<file path="config.mk">
export PLATFORM = sky130hd
export DESIGN_NAME = instr_sequencer_flat
export DESIGN_NICKNAME = d
export VERILOG_FILES = /design/src/rtl/instr_sequencer_pkg.sv /design/src/rtl/instr_sequencer_if.sv /design/src/rtl/instr_sequencer_eos_watchdog.sv /design/src/rtl/instr_sequencer.sv /design/src/flat_wrapper.sv
export SDC_FILE = /design/constraint.sdc
export NUM_CORES = 1
export LEC_CHECK = 0
export CAP_MARGIN = 0
export CORE_AREA = 3 3 118 92
export DETAILED_ROUTE_END_ITERATION = 16
export DIE_AREA = 0 0 121 95
export PLACE_DENSITY = 0.75
export SKIP_LAST_GASP = 1
export SLEW_MARGIN = 20
export SYNTH_ARGS = -nofsm -noshare
export SYNTH_HDL_FRONTEND = slang
export SYNTH_SLANG_ARGS = --single-unit
</file>
<file path="constraint.sdc">
create_clock -name clk -period 1.97 [get_ports clk]
set_clock_uncertainty 0.2 [all_clocks]
set_input_delay 0.394 -clock clk [delete_from_list [all_inputs] [get_ports clk]]
set_output_delay 0.394 -clock clk [all_outputs]
set_load 0.05 [all_outputs]
</file>
<file path="src/rtl/instr_sequencer_pkg.sv">
// ----------------------------------------------------------------------------
// instr_seq_pkg
// Shared types and constants for the instruction sequencer:
//   seq_state_t          - sequencer FSM states
//   OPCODE_MSB/LSB       - opcode field position inside the instruction word
//   HALT_OPCODE_DEFAULT  - opcode that freezes sequencing (microcode freeze code)
//   PC_STEP              - byte increment between sequential instructions
//   opcode_of()          - extracts the opcode field from an instruction word
// ----------------------------------------------------------------------------
package instr_seq_pkg;

    typedef enum logic [2:0] {
        FETCH,
        DECODE,
        START,
        WAIT_EOS,
        HALT,
        FAULT
    } seq_state_t;

    localparam int OPCODE_MSB = 31;
    localparam int OPCODE_LSB = 26;
    localparam int OPCODE_WIDTH = OPCODE_MSB - OPCODE_LSB + 1;
    localparam logic [OPCODE_WIDTH-1:0] HALT_OPCODE_DEFAULT = 6'h3F;
    localparam int PC_STEP = 4;

    function automatic logic [OPCODE_WIDTH-1:0] opcode_of(input logic [31:0] word);
        return word[OPCODE_MSB:OPCODE_LSB];
    endfunction

endpackage

</file>
<file path="src/rtl/instr_sequencer_if.sv">
// ----------------------------------------------------------------------------
// instr_sequencer_if
// Bundles the instruction-memory fetch port and the microcode-unit handshake.
//   imem_req/imem_addr      sequencer -> imem   fetch request and address
//   imem_ack/imem_rdata     imem -> sequencer   one-cycle ack with data
//   opcode/instr/sos        sequencer -> ucode  decoded opcode, IR, start pulse
//   eos/branch_taken/
//   branch_target           ucode -> sequencer  segment end and next-PC select
// Modports: master = sequencer side, slave = memory/microcode side.
// ----------------------------------------------------------------------------
interface instr_sequencer_if
    import instr_seq_pkg::*;
#(
    parameter int ADDR_WIDTH = 32
);
    logic                    imem_req;
    logic [ADDR_WIDTH-1:0]   imem_addr;
    logic                    imem_ack;
    logic [31:0]             imem_rdata;
    logic [OPCODE_WIDTH-1:0] opcode;
    logic [31:0]             instr;
    logic                    sos;
    logic                    eos;
    logic                    branch_taken;
    logic [ADDR_WIDTH-1:0]   branch_target;

    modport master (
        output imem_req, imem_addr, opcode, instr, sos,
        input  imem_ack, imem_rdata, eos, branch_taken, branch_target
    );

    modport slave (
        input  imem_req, imem_addr, opcode, instr, sos,
        output imem_ack, imem_rdata, eos, branch_taken, branch_target
    );
endinterface

</file>
<file path="src/rtl/instr_sequencer_eos_watchdog.sv">
// ----------------------------------------------------------------------------
// eos_watchdog
// Counts cycles spent waiting for end-of-segment.
//   clk, rst_n   clock / asynchronous active-low reset
//   clear        zero the counter (asserted as a segment starts)
//   enable       count this cycle (waiting and no eos)
//   expired      the count reaching EOS_TIMEOUT this cycle would hit the limit;
//                the sequencer only acts on it when it also waits without eos.
// EOS_TIMEOUT = 0 disables the watchdog (expired never asserts).
// ----------------------------------------------------------------------------
module eos_watchdog #(
    parameter int EOS_TIMEOUT = 255
) (
    input  logic clk,
    input  logic rst_n,
    input  logic clear,
    input  logic enable,
    output logic expired
);
    localparam int CW = (EOS_TIMEOUT > 0) ? $clog2(EOS_TIMEOUT + 1) : 1;

    logic [CW-1:0] count_reg;
    logic [CW-1:0] count_next;

    always_comb begin
        count_next = count_reg;
        if (clear) begin
            count_next = '0;
        end else if (enable) begin
            count_next = count_reg + CW'(1);
        end
    end

    always_ff @(posedge clk or negedge rst_n) begin
        if (!rst_n) begin
            count_reg <= '0;
        end else begin
            count_reg <= count_next;
        end
    end

    // Expire one count early: the cycle that would make the count equal
    // EOS_TIMEOUT is the one that moves the sequencer to FAULT.
    generate
        if (EOS_TIMEOUT == 0) begin : g_disabled
            assign expired = 1'b0;
        end else begin : g_enabled
            localparam logic [CW-1:0] LAST = CW'(EOS_TIMEOUT - 1);
            assign expired = (count_reg == LAST);
        end
    endgenerate

endmodule

</file>
<file path="src/rtl/instr_sequencer.sv">
// ----------------------------------------------------------------------------
// instr_sequencer
// Upstream stage of the microcode unit: fetches an instruction, latches it,
// pulses sos for one cycle, then waits for eos before advancing the PC to
// pc+4 or the branch target. Stops on HALT_OPCODE; an eos watchdog flags a
// hung segment.
//   clk      system clock, rising edge
//   rst_n    asynchronous assert, synchronous release, active low
//   bus      instr_sequencer_if.master (imem fetch port + microcode handshake)
//   halted   sticky, set when HALT_OPCODE is decoded
//   fault    sticky, set on eos watchdog expiry
// ----------------------------------------------------------------------------
module instr_sequencer
    import instr_seq_pkg::*;
#(
    parameter int                       ADDR_WIDTH  = 32,
    parameter logic [ADDR_WIDTH-1:0]    RESET_PC    = '0,
    parameter logic [OPCODE_WIDTH-1:0]  HALT_OPCODE = HALT_OPCODE_DEFAULT,
    parameter int                       EOS_TIMEOUT = 255
) (
    input  logic               clk,
    input  logic               rst_n,
    instr_sequencer_if.master  bus,
    output logic               halted,
    output logic               fault
);
    seq_state_t              state_reg, state_next;
    logic [ADDR_WIDTH-1:0]   pc_reg, pc_next;
    logic [31:0]             ir_reg, ir_next;
    logic [OPCODE_WIDTH-1:0] opcode_reg, opcode_next;
    logic                    req_reg, req_next;
    logic                    sos_reg, sos_next;
    logic                    wd_clear, wd_enable, wd_expired;
    logic                    fetch_accept;

    eos_watchdog #(
        .EOS_TIMEOUT (EOS_TIMEOUT)
    ) u_eos_watchdog (
        .clk     (clk),
        .rst_n   (rst_n),
        .clear   (wd_clear),
        .enable  (wd_enable),
        .expired (wd_expired)
    );

    // An ack only counts while a request is actually outstanding; this drops
    // stray or late acks, including one arriving in the first cycle after
    // reset release before imem_req has risen.
    assign fetch_accept = (state_reg == FETCH) && req_reg && bus.imem_ack;

    always_comb begin
        state_next  = state_reg;
        pc_next     = pc_reg;
        ir_next     = ir_reg;
        opcode_next = opcode_reg;
        wd_clear    = 1'b0;
        wd_enable   = 1'b0;

        case (state_reg)
            FETCH: begin
                if (fetch_accept) begin
                    ir_next     = bus.imem_rdata;
                    opcode_next = opcode_of(bus.imem_rdata);
                    state_next  = DECODE;
                end
            end
            DECODE: begin
                state_next = (opcode_reg == HALT_OPCODE) ? HALT : START;
            end
            START: begin
                // eos is deliberately ignored here so a microcode unit that
                // keeps eos high through sos cannot end the new segment early.
                wd_clear   = 1'b1;
                state_next = WAIT_EOS;
            end
            WAIT_EOS: begin
                if (bus.eos) begin
                    pc_next    = bus.branch_taken ? bus.branch_target
                                                  : pc_reg + ADDR_WIDTH'(PC_STEP);
                    state_next = FETCH;
                end else begin
                    wd_enable = 1'b1;
                    if (wd_expired) begin
                        state_next = FAULT;
                    end
                end
            end
            HALT:    state_next = HALT;
            FAULT:   state_next = FAULT;
            default: state_next = FETCH;
        endcase

        // Registered from the next state so the request rises in the same
        // edge that enters FETCH (eos -> imem_req in one cycle).
        req_next = (state_next == FETCH);
        sos_next = (state_next == START);
    end

    always_ff @(posedge clk or negedge rst_n) begin
        if (!rst_n) begin
            state_reg  <= FETCH;
            pc_reg     <= RESET_PC;
            ir_reg     <= '0;
            opcode_reg <= '0;
            req_reg    <= 1'b0;
            sos_reg    <= 1'b0;
        end else begin
            state_reg  <= state_next;
            pc_reg     <= pc_next;
            ir_reg     <= ir_next;
            opcode_reg <= opcode_next;
            req_reg    <= req_next;
            sos_reg    <= sos_next;
        end
    end

    assign bus.imem_req  = req_reg;
    assign bus.imem_addr = pc_reg;
    assign bus.opcode    = opcode_reg;
    assign bus.instr     = ir_reg;
    assign bus.sos       = sos_reg;
    assign halted        = (state_reg == HALT);
    assign fault         = (state_reg == FAULT);

endmodule

</file>
<file path="src/flat_wrapper.sv">
// flat-port wrapper written by rule: the top's interface ports become plain ports
module instr_sequencer_flat import instr_seq_pkg::*;
#(
    parameter int                       ADDR_WIDTH  = 32,
    parameter logic [ADDR_WIDTH-1:0]    RESET_PC    = '0,
    parameter logic [OPCODE_WIDTH-1:0]  HALT_OPCODE = HALT_OPCODE_DEFAULT,
    parameter int                       EOS_TIMEOUT = 255
)
  (clk, rst_n, halted, fault, bus_imem_req, bus_imem_addr, bus_opcode, bus_instr, bus_sos, bus_imem_ack, bus_imem_rdata, bus_eos, bus_branch_taken, bus_branch_target);
  instr_sequencer_if #(.ADDR_WIDTH(ADDR_WIDTH)) bus_i ();
  input  logic clk;
  input  logic rst_n;
  output logic halted;
  output logic fault;
  output wire logic [$bits(bus_i.imem_req)-1:0] bus_imem_req;
  output wire logic [$bits(bus_i.imem_addr)-1:0] bus_imem_addr;
  output wire logic [$bits(bus_i.opcode)-1:0] bus_opcode;
  output wire logic [$bits(bus_i.instr)-1:0] bus_instr;
  output wire logic [$bits(bus_i.sos)-1:0] bus_sos;
  input wire logic [$bits(bus_i.imem_ack)-1:0] bus_imem_ack;
  input wire logic [$bits(bus_i.imem_rdata)-1:0] bus_imem_rdata;
  input wire logic [$bits(bus_i.eos)-1:0] bus_eos;
  input wire logic [$bits(bus_i.branch_taken)-1:0] bus_branch_taken;
  input wire logic [$bits(bus_i.branch_target)-1:0] bus_branch_target;
  assign bus_imem_req = bus_i.imem_req;
  assign bus_imem_addr = bus_i.imem_addr;
  assign bus_opcode = bus_i.opcode;
  assign bus_instr = bus_i.instr;
  assign bus_sos = bus_i.sos;
  assign bus_i.imem_ack = bus_imem_ack;
  assign bus_i.imem_rdata = bus_imem_rdata;
  assign bus_i.eos = bus_eos;
  assign bus_i.branch_taken = bus_branch_taken;
  assign bus_i.branch_target = bus_branch_target;
  instr_sequencer #(.ADDR_WIDTH(ADDR_WIDTH), .RESET_PC(RESET_PC), .HALT_OPCODE(HALT_OPCODE), .EOS_TIMEOUT(EOS_TIMEOUT)) u_core (.clk(clk), .rst_n(rst_n), .bus(bus_i), .halted(halted), .fault(fault));
endmodule
</file>
Word level (Yosys, flattened, before mapping)
Cells that the tools add are included. W data, S select, Z words.

Add/sub/neg operators: 2. Equal/unequal tests: 8. Mux-type cells: 11. Reductions and logical operators: 7.

Operators by type and width (number): $add A32 B3 Y32 const B (1); $mux W32 (1); $pmux W3 S6 (1); $mux W8 (2); $mux W3 (4); $eq A3 B2 Y1 const B (3); $add A8 B1 Y8 const B (1); $eq A8 B8 Y1 const B (1); $eq A3 B3 Y1 const B (2); $eq A6 B6 Y1 const B (1); $logic_not A3 Y1 (2); $reduce_and A2 Y1 (2); $eq A3 B1 Y1 const B (1); $mux W1 (3); $logic_and A1 B1 Y1 (2); $reduce_bool A2 Y1 (1).

Register bits: 83. Input bits: 69. Output and inout port bits: 74. Logic and storage cells: 35.

Logic depth before layout (Yosys ltp)
Gate-level depths: netlist of the first run.

Depth in word-level cells: 6. Gate-level depth with buffers: 7. Gate-level depth less buffers: 6.

Hierarchy
Synthesis of the first run repeated with hierarchy kept, for this count alone.

Cells, all modules: 382. Area total of the unflattened synthesis: 3916.3 µm².

Modules (own cells, without submodules): instr_sequencer (times used 1, cells an instance 341, area an instance 3505.9 µm²); eos_watchdog (times used 1, cells an instance 41, area an instance 410.4 µm²).

Worst setup path before layout of the first run
OpenSTA, ideal clock, no wires.

Path type: flip-flop to output port. Start point: register u_core.state_reg[1]. End point: output port halted. Data arrival time: 1694 ps. Data required time: 1376 ps. Path slack: -318 ps. Cell stages (with the launch flop): 3. Buffers on the path: 1. Cell sequence: dfrtp_1 > buf_2 > nor3b_1.

Word-level cells in the longest chain between the ends: 1.

RTL lines: from (decl) (RTL line instr_sequencer.sv:27) `seq_state_t state_reg, state_next;`; from (signal assigned) (RTL line instr_sequencer.sv:108) `state_reg <= state_next;`; $eq A3 B3 Y1 (RTL line instr_sequencer.sv:122) `assign halted = (state_reg == HALT);`; to (decl) (RTL line flat_wrapper.sv:13) `output logic halted;`.

Every way passes these cells.

Final worst setup path of the first run
Ends and elaborated chain as after synthesis.

==> summary.txt, run 1 <==
Layout
  – Area delta synth->final: 56.4%
  – Commonest non-fill, non-tap cell in the layout: buf_4
  – Final Net Count: 641
  – Final Core Density: 62.9%
  – Post-Layout Cell Count: 706
  – Share of cells above drive strength 1: 32.8%
  – Most frequent cells in the layout: buf_4 (122), clkdlybuf4s50_1 (67), dfrtp_1 (55)
  – Filler Cells Inserted: 761
  – N_diodes: 0
  – Post-route design area: 6070 sq um

Logic synthesis
  – Sequential area share after synthesis: 49.6%
  – Cell variety after synth: 55
  – Mapped Cells: 386
  – Post-synth EDFFs: 0
  – Area contributors post-synth: dfrtp_1 (50%), mux2_1 (9.9%), a21oi_1 (3.5%)
  – Synth area leader: dfrtp_1
  – Synthesized net count: 458
  – Simple-Gate Fraction of Synth Area: 20.6%
  – Asr flop ratio synth: 100%
  – Post-synthesis mux area share: 10.6%
  – Post-Synthesis Cell Area: 3880 sq um
  – Post-synth top area share: 49.6%
  – Compound-Gate Fraction of Synth Area: 13.3%
  – XOR/XNOR Fraction of Synth Area: 0.902%
  – Synth warn: 0
  – Largest family of logic cells by synthesized area: simple AND/OR/NAND/NOR gates
  – Seq cells post-synth: 77
  – Avg Inst Size Synth: 10.1 sq um
  – Synth Area in Adders: 0.966%
  – Most used DFF post-synth: dfrtp_1

Routing
  – DRC: 0
  – Via Count: 3786
  – Met2 WL post-DR: 5740 um
  – DR top layer: met4
  – Metal-1 WL: 5350 um
  – Drt wl/cell: 16.9 um
  – Initial DRC count: 347
  – Initial DRT Pass Iterations: 6
  – Vias per cell: 5.36
  – Routed wl met3: 760 um
  – Antenna Nets Post-Route: 0
  – Final wirelength: 11900 um

Floorplan
  – Initial Utilization: 40.2%
  – I/O pin cnt: 143
  – Rows: 31
  – Die Span X: 121 um
  – Core Region: 9660 sq um
  – Die Height: 95 um
  – Die area: 11500 sq um

Place
  – Final Wtd Congestion: 0.911
  – Dpl cells: 683
  – Number of port buffers: 142
  – Placed Instance Area: 5690 sq um
  – HPWL Detailed: 9140 um

Clock network
  – Clk sinks: 77
  – Clock slew seen by the registers of the worst setup and hold paths: 0.06 ns
  – Clock latency on the worst-skew pair: 0.34 ns
  – Clk buf depth: 2
  – CTS tree: done
  – Total CTS buffers: 9
  – H-tree depth: 3
  – Root Buffer: clkbuf_16

Min path
  – Class of the worst hold path: in2async

Timing
  – Least-Margin Pin Slew: 0.331 ns
  – Setup TNS: 0 ns
  – Fmax: 0.526 GHz
  – Max-slew headroom: 77.9%
  – Hold Vio Cnt, Final: 0
  – RSZ-0062 raised after global routing: yes
  – Finish-stage setup viols: 0
  – Final Max Slew Viols: 0
  – Min Clock Period, post-route: 1.90 ns
  – Final period utilization: 96.5%

Worst setup path
  – Worst EP required: 1.38 ns
  – Slowest library cell on the worst path: dfrtp_2
  – Slowest stage delay, CP: 0.50 ns
  – CP Launch Type: register
  – Crit path kind: reg2out
  – CP Capture Type: output pin
  – Data arrival time of the worst path: 1.31 ns
  – Peak fanout along the critical path: 12
  – Critical-path cell list: nor3b_2 -> buf_12

Global routing
  – Global route total overflow: 0
  – Antenna violations before repair: 0
  – Vias in the first global route: 3710
  – GRT Util Overall: 21.0%
  – First-pass GRT wire length: 19000 um
  – Largest net degree at the start of global routing: 32

Power and ir drop
  – PD cells: 1720 nW/um^2
  – Peak supply drop: 1.04 mV
  – Static leakage: 2.61 nW

Flow run
  – Max Cap Violations: 0

Status
  – Status: finished clean
## per-layer routing
metal	GRT usage [%]	vias to the layer above
li1	-	1793
met1	28.6	1856
met2	33.4	126
met3	5.57	11
met4	5.28	0
met5	0	-
## stage by stage
step	total power [mW]	setup WS (ns)	hold slack (ns)
after floorplan	6.68	0.00518	-0.102
after global placement	8.64	-0.117	0.0680
after detailed placement	8.78	-0.146	0.0707
after CTS	10.4	0.00280	0.244
after global routing	11.0	-0.0183	0.274
final	10.5	0.0697	0.260
## synthesized netlist by cell type (all sizes together) (2+ instances only)
cell type	count
a211oi	4
a21oi	27
a2bb2oi	3
a31oi	2
and3	5
and4	5
buf	11
clkbuf	16
dfrtp	77
ha	3
inv	7
mux2	34
mux2i	3
nand2	28
nand3	25
nand4	15
nor2	28
nor2b	2
nor3	14
nor3b	3
nor4	7
o21ai	26
o22a	3
o22ai	5
o2bb2ai	3
or3	4
or4	2
xor2	3
## kinds of logic after synthesis
logic type      count (synthesis)
xor+xnor                        4
flops                          77
mux                            37
compound gates                 84
fa+ha+maj                       3
buf+inv                        34
simple gates                  147
## where the power goes
group | switching (mW) | total [mW] | internal, mW
sequential | 0.689 | 3.00 | 2.31
combinational | 3.85 | 5.88 | 2.02
clock | 0.708 | 1.57 | 0.866
total | 5.25 | 10.5 | 5.20
## cell type report
| class | instances | area (sq um) | area share (%) |
|---|---|---|---|
| Inverter | 7 | 26.3 | 0.433 |
| Tap cell | 132 | 165 | 2.72 |
| Sequential cell | 77 | 1950 | 32.2 |
| Timing Repair Buffer | 199 | 1770 | 29.1 |
| Multi-Input combinational cell | 275 | 1880 | 30.9 |
| Clock inverter | 7 | 56.3 | 0.927 |
| Clock buffer | 9 | 225 | 3.71 |
## worst max-delay path: cells and delay by family (launching register included)
| kind | cells | cell delay, ns |
|---|---|---|
| buf+inv | 1 | 0.17 |
| flops | 1 | 0.50 |
| simple gates | 1 | 0.29 |
## final timing paths
path	start	endpoint	slack [ns]	cells after the start
max	u_core.state_reg[1]	halted	0.07	2
min	rst_n	u_core.bus.imem_addr[24]	0.26	2
max reg2reg	u_core.state_reg[0]	u_core.bus.instr[29]	0.07	5
min reg2reg	u_core.bus.instr[23]	u_core.bus.instr[23]	0.29	1
max in group asynchronous	rst_n	u_core.bus.imem_addr[22]	0.74	3
min in group clk	u_core.bus.instr[23]	u_core.bus.instr[23]	0.29	1
## timing repair
action | 4_1_cts | 5_1_grt
resized for setup | 1 | 11
setup endpoints to repair | 2 | 14
hold endpoints to repair | 55 | 0
buffers inserted | 0 | 6
hold buffers | 1 | 0
pin swaps | 1 | 8
No activity file was read; power rests on OpenSTA's default activity.
==> run 2: changes to the inputs <==
--- a/config.mk
+++ b/config.mk
@@ -7,11 +7,14 @@
 export LEC_CHECK = 0
 export CAP_MARGIN = 0
 export CORE_AREA = 3 3 118 92
+export CTS_BUF_LIST = sky130_fd_sc_hd__clkbuf_16
 export DETAILED_ROUTE_END_ITERATION = 16
 export DIE_AREA = 0 0 121 95
 export PLACE_DENSITY = 0.75
+export REMOVE_ABC_BUFFERS = 1
 export SKIP_LAST_GASP = 1
 export SLEW_MARGIN = 20
 export SYNTH_ARGS = -nofsm -noshare
 export SYNTH_HDL_FRONTEND = slang
 export SYNTH_SLANG_ARGS = --single-unit
+export TNS_END_PERCENT = 50
==> summary.txt, run 2 (synthesis results as in run 1) <==
Global routing
  – Vias in the first global route: 3773 (+1.7%)
  – First-pass GRT wire length: 18700 um (-1.8%)
  – Antenna violations before repair: 0 (unchanged)
  – GRT Util Overall: 20.4% (-0.60 points)
  – Global route total overflow: 0 (unchanged)
  – Largest net degree at the start of global routing: 34 (+6.3%)

Routing
  – Antenna Nets Post-Route: 0 (unchanged)
  – DRC: 0 (unchanged)
  – Via Count: 3757 (-0.77%)
  – Drt wl/cell: 16.2 um (-4.5%)
  – Vias per cell: 5.28 (-1.5%)
  – Final wirelength: 11500 um (-3.8%)
  – Initial DRT Pass Iterations: 5 (-1)
  – Initial DRC count: 314 (-9.5%)

Worst setup path
  – CP Launch Type: register
  – Crit path kind: reg2out
  – Peak fanout along the critical path: 12 (unchanged)
  – Worst EP required: 1.38 ns (about the same)
  – CP Capture Type: output pin
  – Data arrival time of the worst path: 1.29 ns (-0.02 ns)

Layout
  – Multi-input logic area: 1850 sq um (-1.3%)
  – Area delta synth->final: 58.4%
  – Register area: 1930 sq um (-1.3%)
  – Filler Cells Inserted: 801 (+5.3%)
  – Final Net Count: 646 (+0.78%)
  – Commonest non-fill, non-tap cell in the layout: buf_4
  – Share of cells above drive strength 1: 28.5% (-4.3 points)
  – Post-Layout Cell Count: 711 (+0.71%)
  – Most frequent cells in the layout: buf_4 (123), dfrtp_1 (76), clkdlybuf4s50_1 (67)
  – N_diodes: 0 (unchanged)
  – Final Core Density: 63.7% (+0.82 points)

Timing
  – Max-slew headroom: 71.3% (-6.5 points)
  – Least-Margin Pin Slew: 0.430 ns (+0.0992 ns)
  – Final period utilization: 95.5% (-0.91 points)
  – Final setup margin: 0.0878 ns (+0.0180 ns)
  – Min Clock Period, post-route: 1.88 ns (-0.0180 ns)
  – Final Max Slew Viols: 0 (unchanged)
  – RSZ-0062 raised after global routing: yes
  – Finish-stage setup viols: 0 (unchanged)
  – Fmax: 0.531 GHz (+0.96%)
  – Hold Vio Cnt, Final: 0 (unchanged)

Floorplan
  – Die Span X: 121 um (unchanged)
  – Rows: 31 (unchanged)
  – Initial Utilization: 40.2% (unchanged)
  – Die Height: 95 um (unchanged)
  – Die area: 11500 sq um (unchanged)
  – Core Region: 9660 sq um (unchanged)
  – I/O pin cnt: 143 (unchanged)

Power and ir drop
  – Peak supply drop: 1.09 mV (+4.9%)
  – PD cells: 1750 nW/um^2 (+1.7%)
  – Static leakage: 2.70 nW (+3.4%)

Status
  – Status: finished clean

Flow run
  – Max Cap Violations: 0 (unchanged)

Place
  – Number of port buffers: 142 (unchanged)
  – Place WS: -0.243 ns (-0.0972 ns)
  – HPWL Detailed: 8600 um (-6.0%)
  – Dpl cells: 693 (+1.5%)
  – Final Wtd Congestion: 0.881 (-3.3%)

Clock network
  – Clock latency on the worst-skew pair: 0.33 ns (about the same)
  – Clock slew seen by the registers of the worst setup and hold paths: 0.06 ns (about the same)
  – H-tree depth: 3 (unchanged)
  – Total CTS buffers: 9 (unchanged)
  – CTS tree: done
  – Root Buffer: clkbuf_16
  – Clk sinks: 77 (unchanged)
  – Clk buf depth: 2 (unchanged)

Min path
  – Class of the worst hold path: reg2reg
run 2: cell count changes in the layout (fill, tap and decap cells not counted), sizes merged:
cell,before,now
buf,131,136
bufinv,0,2
clkinv,0,4
clkinvlp,4,1
inv,10,7
run 2: critical path, stage by stage, from the launching register on:
cell     delay [ns]
dfrtp_2        0.49
and3b_1        0.31
buf_12         0.15
run 2: where the power goes:
part	internal (mW)	leakage (nW)	switching, mW
Sequential	2.28	0.932	0.553
Clock	1.10	0.153	0.666
Combinational	2.21	1.61	3.97
Total	5.59	2.70	5.19
run 2: timing repair:
item | 4_1_cts | 5_1_grt
endpoints found under the setup margin | 3 | 16
resized for setup | 1 | 10
setup buffers | 0 | 1
hold buffers | 1 | 0
pin swaps | 0 | 2
endpoints found under the hold margin | 30 | 0
run 2: through the flow:
stage | TNS, ns | total power, mW | cell area [sq um] | hold WS, ns
3_5_place_dp | -3.09 | 8.97 | 5770 | 0.163
4_1_cts | -0.0579 | 10.8 | 6100 | 0.290
2_1_floorplan | -37.01 | 6.46 | 3750 | -0.102
5_1_grt | -0.0577 | 11.3 | 6150 | 0.312
3_3_place_gp | -2.11 | 8.85 | 5770 | 0.161
6_report | 0 | 10.8 | 6150 | 0.283
run 2: path summary, 6_finish.rpt:
check                                         startpoint                       end  slack, ns  cells past startpoint
worst max-delay path                 u_core.state_reg[1]                     fault       0.09                      2
worst min-delay path                u_core.bus.instr[17]      u_core.bus.instr[17]       0.28                      1
worst max register to register  u_core.bus.imem_addr[11]  u_core.bus.imem_addr[25]       0.09                      6
worst min register to register      u_core.bus.instr[17]      u_core.bus.instr[17]       0.28                      1
max in group asynchronous                          rst_n       u_core.bus.instr[7]       0.67                      3
min in group asynchronous                          rst_n  u_core.bus.imem_addr[23]       0.34                      2
run 2: per-layer routing:
metal | GRT usage, % | routed length (um) | vias to the layer above
li1 | - | - | 1802
met1 | 27.4 | 5210 | 1810
met2 | 32.3 | 5420 | 137
met3 | 6.95 | 814 | 8
met4 | 3.87 | 46 | 0
met5 | 0 | 0 | -
run 2: layout make-up:
type                       instances  area share, %
multi-input combinational        275           30.1
timing repair buffer             204           30.3
clock buffer                       9           3.66
inverter                           7          0.427
sequential                        77           31.3
clock inverter                     7           1.46
tap                              132           2.68
==> run 3: changes to the inputs <==
--- a/config.mk
+++ b/config.mk
@@ -6,11 +6,11 @@
 export NUM_CORES = 1
 export LEC_CHECK = 0
 export CAP_MARGIN = 0
-export CORE_AREA = 3 3 118 92
+export CORE_AREA = 3 3 112 87
 export CTS_BUF_LIST = sky130_fd_sc_hd__clkbuf_16
 export DETAILED_ROUTE_END_ITERATION = 16
-export DIE_AREA = 0 0 121 95
-export PLACE_DENSITY = 0.75
+export DIE_AREA = 0 0 115 90
+export PLACE_DENSITY = 0.79
 export REMOVE_ABC_BUFFERS = 1
 export SKIP_LAST_GASP = 1
 export SLEW_MARGIN = 20
==> constraint.sdc (replaced) <==
create_clock -name clk -period 2.02 [get_ports clk]
set_clock_uncertainty 0.2 [all_clocks]
set_input_delay 0.404 -clock clk [delete_from_list [all_inputs] [get_ports clk]]
set_output_delay 0.404 -clock clk [all_outputs]
set_load 0.05 [all_outputs]
==> summary.txt, run 3 (synthesis results as in run 1) <==
Routing
  – Antenna Nets Post-Route: 0 (unchanged)
  – Initial DRC count: 361 (+15%)
  – DRC: 0 (unchanged)
  – Drt wl/cell: 18.1 um (+12%)
  – Vias per cell: 5.72 (+8.3%)
  – Via Count: 3862 (+2.8%)
  – Final wirelength: 12200 um (+6.5%)
  – Initial DRT Pass Iterations: 5 (unchanged)

Power and ir drop
  – Power Total: 10.4 mW (-3.8%)
  – Peak supply drop: 1.10 mV (+1.3%)
  – Switching share of power: 48.6% (+0.40 points)
  – Comb pwr share: 55.2% (-2.1 points)
  – Clock power frac: 17.4% (+1.0 points)
  – Internal: 5.33 mW (-4.6%)
  – Sequential power share: 27.4% (+1.2 points)
  – PD cells: 1740 nW/um^2 (-0.42%)
  – Switch Pwr: 5.03 mW (-3.0%)
  – Static leakage: 2.61 nW (-3.3%)

Timing
  – Finish-stage setup viols: 0 (unchanged)
  – Fmax: 0.514 GHz
  – Final setup margin: 0.0748 ns (-0.0130 ns)
  – Hold Vio Cnt, Final: 0 (unchanged)
  – Final period utilization: 96.3%
  – Least-Margin Pin Slew: 0.451 ns (+0.0214 ns)
  – RSZ-0062 raised after global routing: no
  – Min Clock Period, post-route: 1.95 ns
  – Setup TNS: 0 ns (unchanged)
  – Final Max Slew Viols: 0 (unchanged)
  – Max-slew headroom: 69.9% (-1.4 points)

Layout
  – Post-route design area: 5940 sq um (-3.4%)
  – Share of cells above drive strength 1: 26.1% (-2.4 points)
  – Most frequent cells in the layout: buf_4 (116), dfrtp_1 (77), clkdlybuf4s50_1 (67)
  – Area delta synth->final: 53.0%
  – Final Net Count: 634 (-1.9%)
  – Commonest non-fill, non-tap cell in the layout: buf_4
  – N_diodes: 0 (unchanged)

Floorplan
  – Core Region: 8560 sq um (-11%)
  – Rows: 29 (-6.5%)
  – Die Span X: 115 um (-5.0%)
  – Die area: 10400 sq um (-10%)
  – I/O pin cnt: 143 (unchanged)
  – Initial Utilization: 45.4% (+5.1 points)
  – Die Height: 90 um (-5.3%)

Clock network
  – CTS tree: done
  – H-tree depth: 3 (unchanged)
  – Clk buf depth: 2 (unchanged)
  – Clk sinks: 77 (unchanged)
  – Total CTS buffers: 9 (unchanged)
  – Root Buffer: clkbuf_16
  – Clock slew seen by the registers of the worst setup and hold paths: 0.05 ns (about the same)
  – Clock latency on the worst-skew pair: 0.33 ns (about the same)

Global routing
  – Antenna violations before repair: 0 (unchanged)
  – GRT Util Overall: 23.8% (+3.4 points)
  – Largest net degree at the start of global routing: 32 (-5.9%)
  – Global route total overflow: 0 (unchanged)
  – Vias in the first global route: 3880 (+2.8%)
  – First-pass GRT wire length: 19600 um (+5.2%)

Flow run
  – Max Cap Violations: 0 (unchanged)

Worst setup path
  – CP Launch Type: register
  – Crit path kind: reg2out
  – CP Capture Type: output pin
  – Worst EP required: 1.42 ns (+0.04 ns)
  – Data arrival time of the worst path: 1.34 ns (+0.05 ns)
  – Peak fanout along the critical path: 12 (unchanged)

Place
  – Place WS: -0.146 ns (+0.0970 ns)
  – Placed Instance Area: 5550 sq um (-3.8%)
  – Final Wtd Congestion: 0.879 (-0.16%)
  – Number of port buffers: 142 (unchanged)
  – HPWL Detailed: 9150 um (+6.4%)

Min path
  – Class of the worst hold path: reg2reg

Status
  – Status: finished clean
==> run 3: cell types whose count changed in the layout (fill, tap and decap cells not counted), sizes merged <==
cell / delta
clkinvlp: -1
inv: +1
buf: -12
bufinv: +1
clkinv: -1
==> run 3: worst paths after layout <==
| path | from | slack, ns | cells past startpoint | end |
|---|---|---|---|---|
| max | u_core.state_reg[1] | 0.07 | 2 | fault |
| min | u_core.bus.instr[9] | 0.28 | 1 | u_core.bus.instr[9] |
| max reg2reg | u_core.bus.imem_addr[3] | 0.15 | 7 | u_core.bus.imem_addr[20] |
| min reg2reg | u_core.bus.instr[9] | 0.28 | 1 | u_core.bus.instr[9] |
| max in group asynchronous | rst_n | 0.62 | 3 | u_core.bus.sos |
| min in group asynchronous | rst_n | 0.38 | 2 | u_core.bus.imem_addr[19] |
==> run 3: worst max-delay path, cell delays in order (launching register included) <==
cell	delay (ns)
dfrtp_1	0.52
and3b_1	0.34
buf_12	0.15
==> run 3: power groups by stage <==
stage | registers [mW] | logic [mW] | clock network [mW]
global placement | 2.79 | 5.58 | 0
global route | 2.94 | 5.98 | 1.89
finish | 2.84 | 5.72 | 1.81
CTS | 2.82 | 5.70 | 1.83
detailed placement | 2.83 | 5.68 | 0
floorplan | 5.21 | 1.10 | 0
==> run 3: layout make-up <==
| class | count | area (sq um) |
|---|---|---|
| clock buffer | 9 | 225 |
| clock inverter | 7 | 105 |
| fill | 625 | 2620 |
| inverter | 7 | 26.3 |
| multi-input combinational | 275 | 1820 |
| sequential | 77 | 1930 |
| tap | 108 | 135 |
| timing repair buffer | 192 | 1700 |
==> run 3: metal layers <==
layer	up-vias	track usage (%)	routed length, um
met4	0	8.50	242
li1	1783	-	-
met2	162	37.7	5920
met1	1892	31.5	5160
met3	25	6.11	907
met5	-	0	0
==> run 3: through the flow <==
step | std cells | hold WS, ns | util, %
floorplan | 359 | -0.0916 | -
global placement | 654 | 0.177 | 64.8
detailed placement | 654 | 0.181 | 64.8
CTS | 671 | 0.290 | 68.8
global route | 675 | 0.305 | 69.4
finish | 675 | 0.285 | 69.4
==> run 3: what timing repair did <==
action / 4_1_cts / 5_1_grt
hold buffers: 1 / 0
setup endpoints to repair: 1 / 9
buffers inserted: 0 / 4
resized for setup: 1 / 4
pin swaps: 0 / 4
hold endpoints to repair: 29 / 0
